File: src/rtl/hazard_stall_ctrl_pkg.sv
// ---------------------------------------------------------------------------
// hazard_stall_ctrl_pkg
// Shared definitions for the pipeline interlock controller: the MDU tracking
// FSM state type, the StallCause encodings and the $zero register number.
// Optional feature macro used by the top level: HAZARD_PERF_CNT_EN.
// ---------------------------------------------------------------------------
package hazard_stall_ctrl_pkg;

  // MDU tracking FSM: RUN while the MDU is idle, MDU_BUSY while counting down
  typedef enum logic {
    RUN      = 1'b0,
    MDU_BUSY = 1'b1
  } mduState_t;

  // StallCause is {mduHazard, loadUse}
  localparam logic [1:0] CAUSE_NONE = 2'b00;
  localparam logic [1:0] CAUSE_LU   = 2'b01;
  localparam logic [1:0] CAUSE_MDU  = 2'b10;
  localparam logic [1:0] CAUSE_BOTH = 2'b11;

  // Register $zero never creates a true dependence
  localparam logic [4:0] REG_ZERO = 5'd0;

endpackage

File: src/rtl/hazard_stall_ctrl_mdu_counter.sv
// ---------------------------------------------------------------------------
// mdu_busy_counter
// Tracks how long the multi-cycle multiply/divide unit stays busy after an
// accepted mult/div. An accepted issue loads MDU_LATENCY; the counter then
// decrements every cycle and returns to RUN when it would pass through 1->0.
//
// Ports:
//   clk       core clock
//   rst_n     asynchronous active-low reset
//   issue     accepted mult/div issue this cycle (only honoured in RUN)
//   mduState  current FSM state (RUN / MDU_BUSY)
//   mduBusy   registered busy flag, high exactly MDU_LATENCY cycles
// ---------------------------------------------------------------------------
module mdu_busy_counter
  import hazard_stall_ctrl_pkg::*;
#(
  parameter int MDU_LATENCY = 4,
  parameter int CNT_W       = 4
) (
  input  logic      clk,
  input  logic      rst_n,
  input  logic      issue,
  output mduState_t mduState,
  output logic      mduBusy
);

  logic [CNT_W-1:0] count;

  // Single-process FSM with the countdown and the registered busy flag.
  // Busy is written alongside the state so it is high exactly while the
  // counter is nonzero, starting the cycle after the issue.
  always_ff @(posedge clk or negedge rst_n) begin
    if (!rst_n) begin
      mduState <= RUN;
      count    <= '0;
      mduBusy  <= 1'b0;
    end else begin
      case (mduState)
        RUN: begin
          if (issue) begin
            mduState <= MDU_BUSY;
            count    <= CNT_W'(MDU_LATENCY);
            mduBusy  <= 1'b1;
          end
        end
        MDU_BUSY: begin
          if (count == CNT_W'(1)) begin
            mduState <= RUN;
            count    <= '0;
            mduBusy  <= 1'b0;
          end else begin
            count <= count - CNT_W'(1);
          end
        end
        default: begin
          mduState <= RUN;
          count    <= '0;
          mduBusy  <= 1'b0;
        end
      endcase
    end
  end

endmodule

File: src/rtl/hazard_stall_ctrl.sv
// ---------------------------------------------------------------------------
// hazard_stall_ctrl
// Pipeline interlock controller for the 5-stage MIPS32 core. Covers the
// hazards forwarding cannot resolve: load-use, MDU latency, and control
// hazards from jumps and taken branches.
//
// Ports:
//   clk, rst_n         clock, asynchronous active-low reset
//   IFID_RegRs/RegRt   source fields of the instruction in ID
//   ID_UsesRt          ID instruction reads rt
//   ID_Jump            j/jal/jr in ID
//   ID_MduStart        mult/div in ID
//   ID_MduRead         mfhi/mflo in ID
//   IDEX_RegRt         destination rt of the instruction in EX
//   IDEX_MemRead       EX instruction is a load
//   EX_BranchTaken     branch resolved taken in EX
//   PCWrite            PC update enable
//   IFID_Write         IF/ID register enable
//   IDEX_Bubble        zero ID/EX control signals
//   IFID_Flush         squash IF/ID
//   IDEX_Flush         squash ID/EX
//   MDU_Busy           registered MDU busy flag
//   StallCause         {mduHazard, loadUse}
//   StallCycles        (HAZARD_PERF_CNT_EN only) saturating stall count
//   FlushCycles        (HAZARD_PERF_CNT_EN only) saturating IF/ID flush count
//
// Optional feature macro: HAZARD_PERF_CNT_EN adds the two perf counters.
// ---------------------------------------------------------------------------
module hazard_stall_ctrl
  import hazard_stall_ctrl_pkg::*;
#(
  parameter int MDU_LATENCY = 4,
  parameter int CNT_W       = 4
) (
  input  logic        clk,
  input  logic        rst_n,
  input  logic [4:0]  IFID_RegRs,
  input  logic [4:0]  IFID_RegRt,
  input  logic        ID_UsesRt,
  input  logic        ID_Jump,
  input  logic        ID_MduStart,
  input  logic        ID_MduRead,
  input  logic [4:0]  IDEX_RegRt,
  input  logic        IDEX_MemRead,
  input  logic        EX_BranchTaken,
  output logic        PCWrite,
  output logic        IFID_Write,
  output logic        IDEX_Bubble,
  output logic        IFID_Flush,
  output logic        IDEX_Flush,
  output logic        MDU_Busy,
`ifdef HAZARD_PERF_CNT_EN
  output logic [15:0] StallCycles,
  output logic [15:0] FlushCycles,
`endif
  output logic [1:0]  StallCause
);

  mduState_t mduState;
  logic      loadUse;
  logic      mduHazard;
  logic      stall;
  logic      jumpFlush;
  logic      mduIssue;

  mdu_busy_counter #(
    .MDU_LATENCY (MDU_LATENCY),
    .CNT_W       (CNT_W)
  ) uMduCounter (
    .clk      (clk),
    .rst_n    (rst_n),
    .issue    (mduIssue),
    .mduState (mduState),
    .mduBusy  (MDU_Busy)
  );

  // Hazard detection. Everything is qualified with rst_n so that the
  // outputs show the pass-through values while reset is held.
  always_comb begin
    loadUse   = rst_n && IDEX_MemRead && (IDEX_RegRt != REG_ZERO) &&
                ((IDEX_RegRt == IFID_RegRs) ||
                 (ID_UsesRt && (IDEX_RegRt == IFID_RegRt)));
    mduHazard = rst_n && (mduState == MDU_BUSY) && (ID_MduRead || ID_MduStart);
    stall     = loadUse || mduHazard;
    // A stalled jump simply stays in ID, so it flushes once the stall clears
    jumpFlush = rst_n && ID_Jump && !stall && !EX_BranchTaken;
    // Blocked issues never load the counter; they retry from ID later
    mduIssue  = rst_n && (mduState == RUN) && ID_MduStart && !stall &&
                !EX_BranchTaken && !jumpFlush;
  end

  // Priority mux: taken branch > stall > jump. The MDU countdown keeps
  // running under a branch flush because the MDU op is already past EX.
  always_comb begin
    PCWrite     = 1'b1;
    IFID_Write  = 1'b1;
    IDEX_Bubble = 1'b0;
    IFID_Flush  = 1'b0;
    IDEX_Flush  = 1'b0;
    StallCause  = CAUSE_NONE;
    if (!rst_n) begin
      PCWrite = 1'b1;
    end else if (EX_BranchTaken) begin
      IFID_Flush = 1'b1;
      IDEX_Flush = 1'b1;
    end else if (stall) begin
      PCWrite     = 1'b0;
      IFID_Write  = 1'b0;
      IDEX_Bubble = 1'b1;
      StallCause  = {mduHazard, loadUse};
    end else if (jumpFlush) begin
      IFID_Flush = 1'b1;
    end
  end

`ifdef HAZARD_PERF_CNT_EN
  // Saturating performance counters; a stall overridden by a taken branch
  // is not counted as a stall cycle.
  always_ff @(posedge clk or negedge rst_n) begin
    if (!rst_n) begin
      StallCycles <= '0;
      FlushCycles <= '0;
    end else begin
      if (stall && !EX_BranchTaken && (StallCycles != 16'hFFFF)) begin
        StallCycles <= StallCycles + 16'd1;
      end
      if (IFID_Flush && (FlushCycles != 16'hFFFF)) begin
        FlushCycles <= FlushCycles + 16'd1;
      end
    end
  end
`endif

endmodule

File: config.mk
export PLATFORM = sky130hd
export DESIGN_NAME = hazard_stall_ctrl
export DESIGN_NICKNAME = d
export VERILOG_FILES = /design/src/rtl/hazard_stall_ctrl_pkg.sv /design/src/rtl/hazard_stall_ctrl_mdu_counter.sv /design/src/rtl/hazard_stall_ctrl.sv
export SDC_FILE = /design/constraint.sdc
export NUM_CORES = 1
export LEC_CHECK = 0
export BUFFER_PORTS_ARGS = -buffer_cell sky130_fd_sc_hd__buf_4
export CORE_AREA = 2 2 48 50
export CTS_BUF_LIST = sky130_fd_sc_hd__clkbuf_16
export DETAILED_ROUTE_END_ITERATION = 6
export DIE_AREA = 0 0 50 52
export HOLD_SLACK_MARGIN = 0.03
export PLACE_DENSITY = 0.65
export SYNTH_ARGS = -nofsm -noshare
export SYNTH_HDL_FRONTEND = slang
export SYNTH_SLANG_ARGS = --single-unit
File: constraint.sdc
create_clock -name clk -period 1.84 [get_ports clk]
set_clock_uncertainty 0.1 [all_clocks]
set_input_delay 0.184 -clock clk [delete_from_list [all_inputs] [get_ports clk]]
set_output_delay 0.184 -clock clk [all_outputs]
set_load 0.1 [all_outputs]
==> summary.md <==
| Metric | Value |
|---|---|
| Overall power | `1.310 mW` |
| Vias | `667` |
| Crit path time final | `1849 ps` |
| PnR worst setup slack | `-9.012 ps` |
| Arrival @ worst endpoint | `1570 ps` |
| Pwr dens | `1226 nW/um2` |
| Netlist cell types | `33` |
| Final Setup Violations | `2` |
| CP startpoint kind | `primary input` |
| Max Cap Viol | `0` |
| Tcrit/Tclk final | `100.5%` |
| Synth warn | `0` |
| Sink Count | `6` |
| Max H-tree Level | `1` |
| Clk_lat worst skew | `230 ps` |
| Fmax | `540.8 MHz` |
| Status | `finished, violations left` |
| TritonRoute pass-1 iters | `4` |
| Tightest Pin Transition | `485.4 ps` |
| Asr flop ratio synth | `100.0%` |
| Max FO, Critical Path | `3` |
| Post-synthesis register bit count | `6` |
| Largest net degree at the start of global routing | `11` |
| GP Congestion | `0.7494` |
| Layout Nets | `138` |
| First-pass GRT wire length | `2628 um` |
| Count leader, synth | `xnor2_1` |
| Chip width | `50 um` |
| Worst Path Required | `1560 ps` |
| Worst-path clk slew | `30 ps` |
| Grt ovf | `0` |
| Worst setup path class | `in -> out` |
| Core Box Area | `2106 um2` |
| Initial antenna violation count | `0` |
| Starting density of the core | `27.99%` |
| Top FF cell, synth | `dfrtp_1` |
| Syn Nets | `96` |
| Worst IR Drop VDD | `599.1 uV` |
| Synth area leader | `dfrtp_1` |
| Total count of hold-check failures in the final report | `0` |
| EDFF count, synth | `0` |
| Syn Std Cell Area | `589.3 um2` |
| P_leak | `0.4572 nW` |
| Commonest cells post-synth | `10 x xnor2_1, 7 x nor2_1, 6 x dfrtp_1, 4 x a21oi_1, 4 x inv_1` |
| Starting DRT DRC Count | `10` |
| Drt wl/cell | `11.74 um` |
| Fin. max-slew vios | `0` |
| Ant. Diodes | `0` |
| CTS max path bufs | `2` |
| Non-Filler Instances | `139` |
| Top cells by area, synth | `dfrtp_1 25%, xnor2_1 15%, nor2_1 4.5%` |
| I/O Buffers | `30` |
| Syn avg cell area | `8.300 um2` |
| Failing checks | `setup timing` |
| Die H | `52 um` |
| Sequential share of the synthesized area | `25.48%` |
| Rows | `17` |
| CTS tree | `yes` |
| Area of the die | `2600 um2` |
| CTS buffer count | `3` |
| Final Util | `50.74%` |
| Share of cells above drive strength 1 | `44.14%` |
| Top cell type's share of synthesized area | `25.48%` |
| WL final | `1632 um` |
| Drc violations | `0` |
| DR vias/cell | `4.799` |
| Clock Tree Root | `clkbuf_16` |
| # IOs | `31` |
| RSZ-0062 raised after global routing | `yes` |
| Layout area overhead | `81.32%` |
| Cell count after synthesis | `71` |
| Detailed Place HPWL | `1320 um` |
| Hold Crit Class | `in -> reg` |
| GRT Overall Usage | `13.87%` |
| Vias in the first global route | `638` |
| Setup crit end kind | `output port` |
| Routed Antenna Nets | `0` |
| Rel. slew slack | `67.39%` |
| Inst Count DP | `135` |
-- metal layers --
metal	routed length (um)	part of all wire, %	track usage, %	vias up
li1	-	-	-	338
met1	657	40	14.99	298
met2	799	49	23.90	28
met3	147	9.0	4.885	3
met4	27	1.7	6.944	0
met5	0	0	0	-
-- report_power, final --
group	total, mW	switching (mW)	leakage (nW)	internal (mW)
Combinational	0.704	0.422	0.349	0.282
Clock	0.358	0.0787	0.0370	0.279
Sequential	0.248	0.0487	0.0716	0.200
Total	1.31	0.549	0.457	0.761
-- path summary, 6_finish.rpt --
| check | startpoint | end | slack, ps | cells after the start |
|---|---|---|---|---|
| max reg2reg | uMduCounter.mduState | uMduCounter.count[3] | 300 | 5 |
| max | IDEX_RegRt[1] | IFID_Write | -9 | 7 |
| min reg2reg | uMduCounter.mduBusy | uMduCounter.mduBusy | 470 | 2 |
| min in group asynchronous | rst_n | uMduCounter.mduBusy | 330 | 2 |
| min | ID_Jump | uMduCounter.count[3] | 210 | 3 |
| max in group asynchronous | rst_n | uMduCounter.count[1] | 1090 | 2 |
-- metrics by stage --
step | setup TNS [ps] | hold WS [ps] | area [um2] | setup slack (ps)
2_1_floorplan | -1126 | -211.6 | 643.1 | -375.8
3_3_place_gp | -284.4 | -75.13 | 939.7 | -86.42
3_5_place_dp | -314.0 | -72.99 | 939.7 | -94.18
4_1_cts | -121.8 | 217.3 | 1051 | -43.98
5_1_grt | -122.1 | 245.4 | 1069 | -50.48
6_report | -16.47 | 213.8 | 1069 | -9.012
-- critical path: stages --
cell and delay (ps):
buf_6 90, or4_4 530, o211ai_4 200, buf_6 140, nor2_4 40, a21oi_4 140, buf_6 240
-- sequential cells by signal, indices dropped and copies added (netlist names) --
name,count
uMduCounter.count,4
uMduCounter.mduBusy,1
uMduCounter.mduState,1
-- cell type report --
type / count / area [um2]
Fill cell: 196 / 1037
Multi-Input combinational cell: 59 / 454.2
Timing Repair Buffer: 39 / 339.1
Sequential cell: 6 / 150.1
Clock buffer: 3 / 75.07
Tap cell: 28 / 35.03
Inverter: 4 / 15.01
-- logic make-up (layout without fill, tap and decap cells) --
kind of cell / after synthesis / count (layout) / synth area share (%)
xor+xnor: 10 / 10 / 14.86
flops: 6 / 6 / 25.48
compound gates: 19 / 19 / 24.63
mux: 1 / 1 / 1.699
fa+ha+maj: 2 / 2 / 4.246
simple gates: 27 / 27 / 24.63
buf+inv: 6 / 46 / 4.458
-- what timing repair did --
| action | CTS | global route |
|---|---|---|
| pin swaps | 0 | 1 |
| hold buffers | 1 | 0 |
| setup buffers | 0 | 0 |
| endpoints found under the hold margin | 6 | 0 |
| resized for setup | 7 | 4 |
| endpoints found under the setup margin | 4 | 4 |
-- layout by cell type (no fill, tap or decap), types with 2 or more instances in the layout --
cell type	count
nor2b_1	2
nor2_1	6
clkbuf_16	3
nor3_1	2
ha_1	2
nand2b_1	3
o21ai_0	2
or3_1	2
nand3_1	2
buf_4	31
nand2_1	3
inv_1	4
xnor2_1	10
a21oi_1	3
nor2_4	2
buf_12	2
buf_6	5
dfrtp_1	6
(Power assumes the default switching activity.)
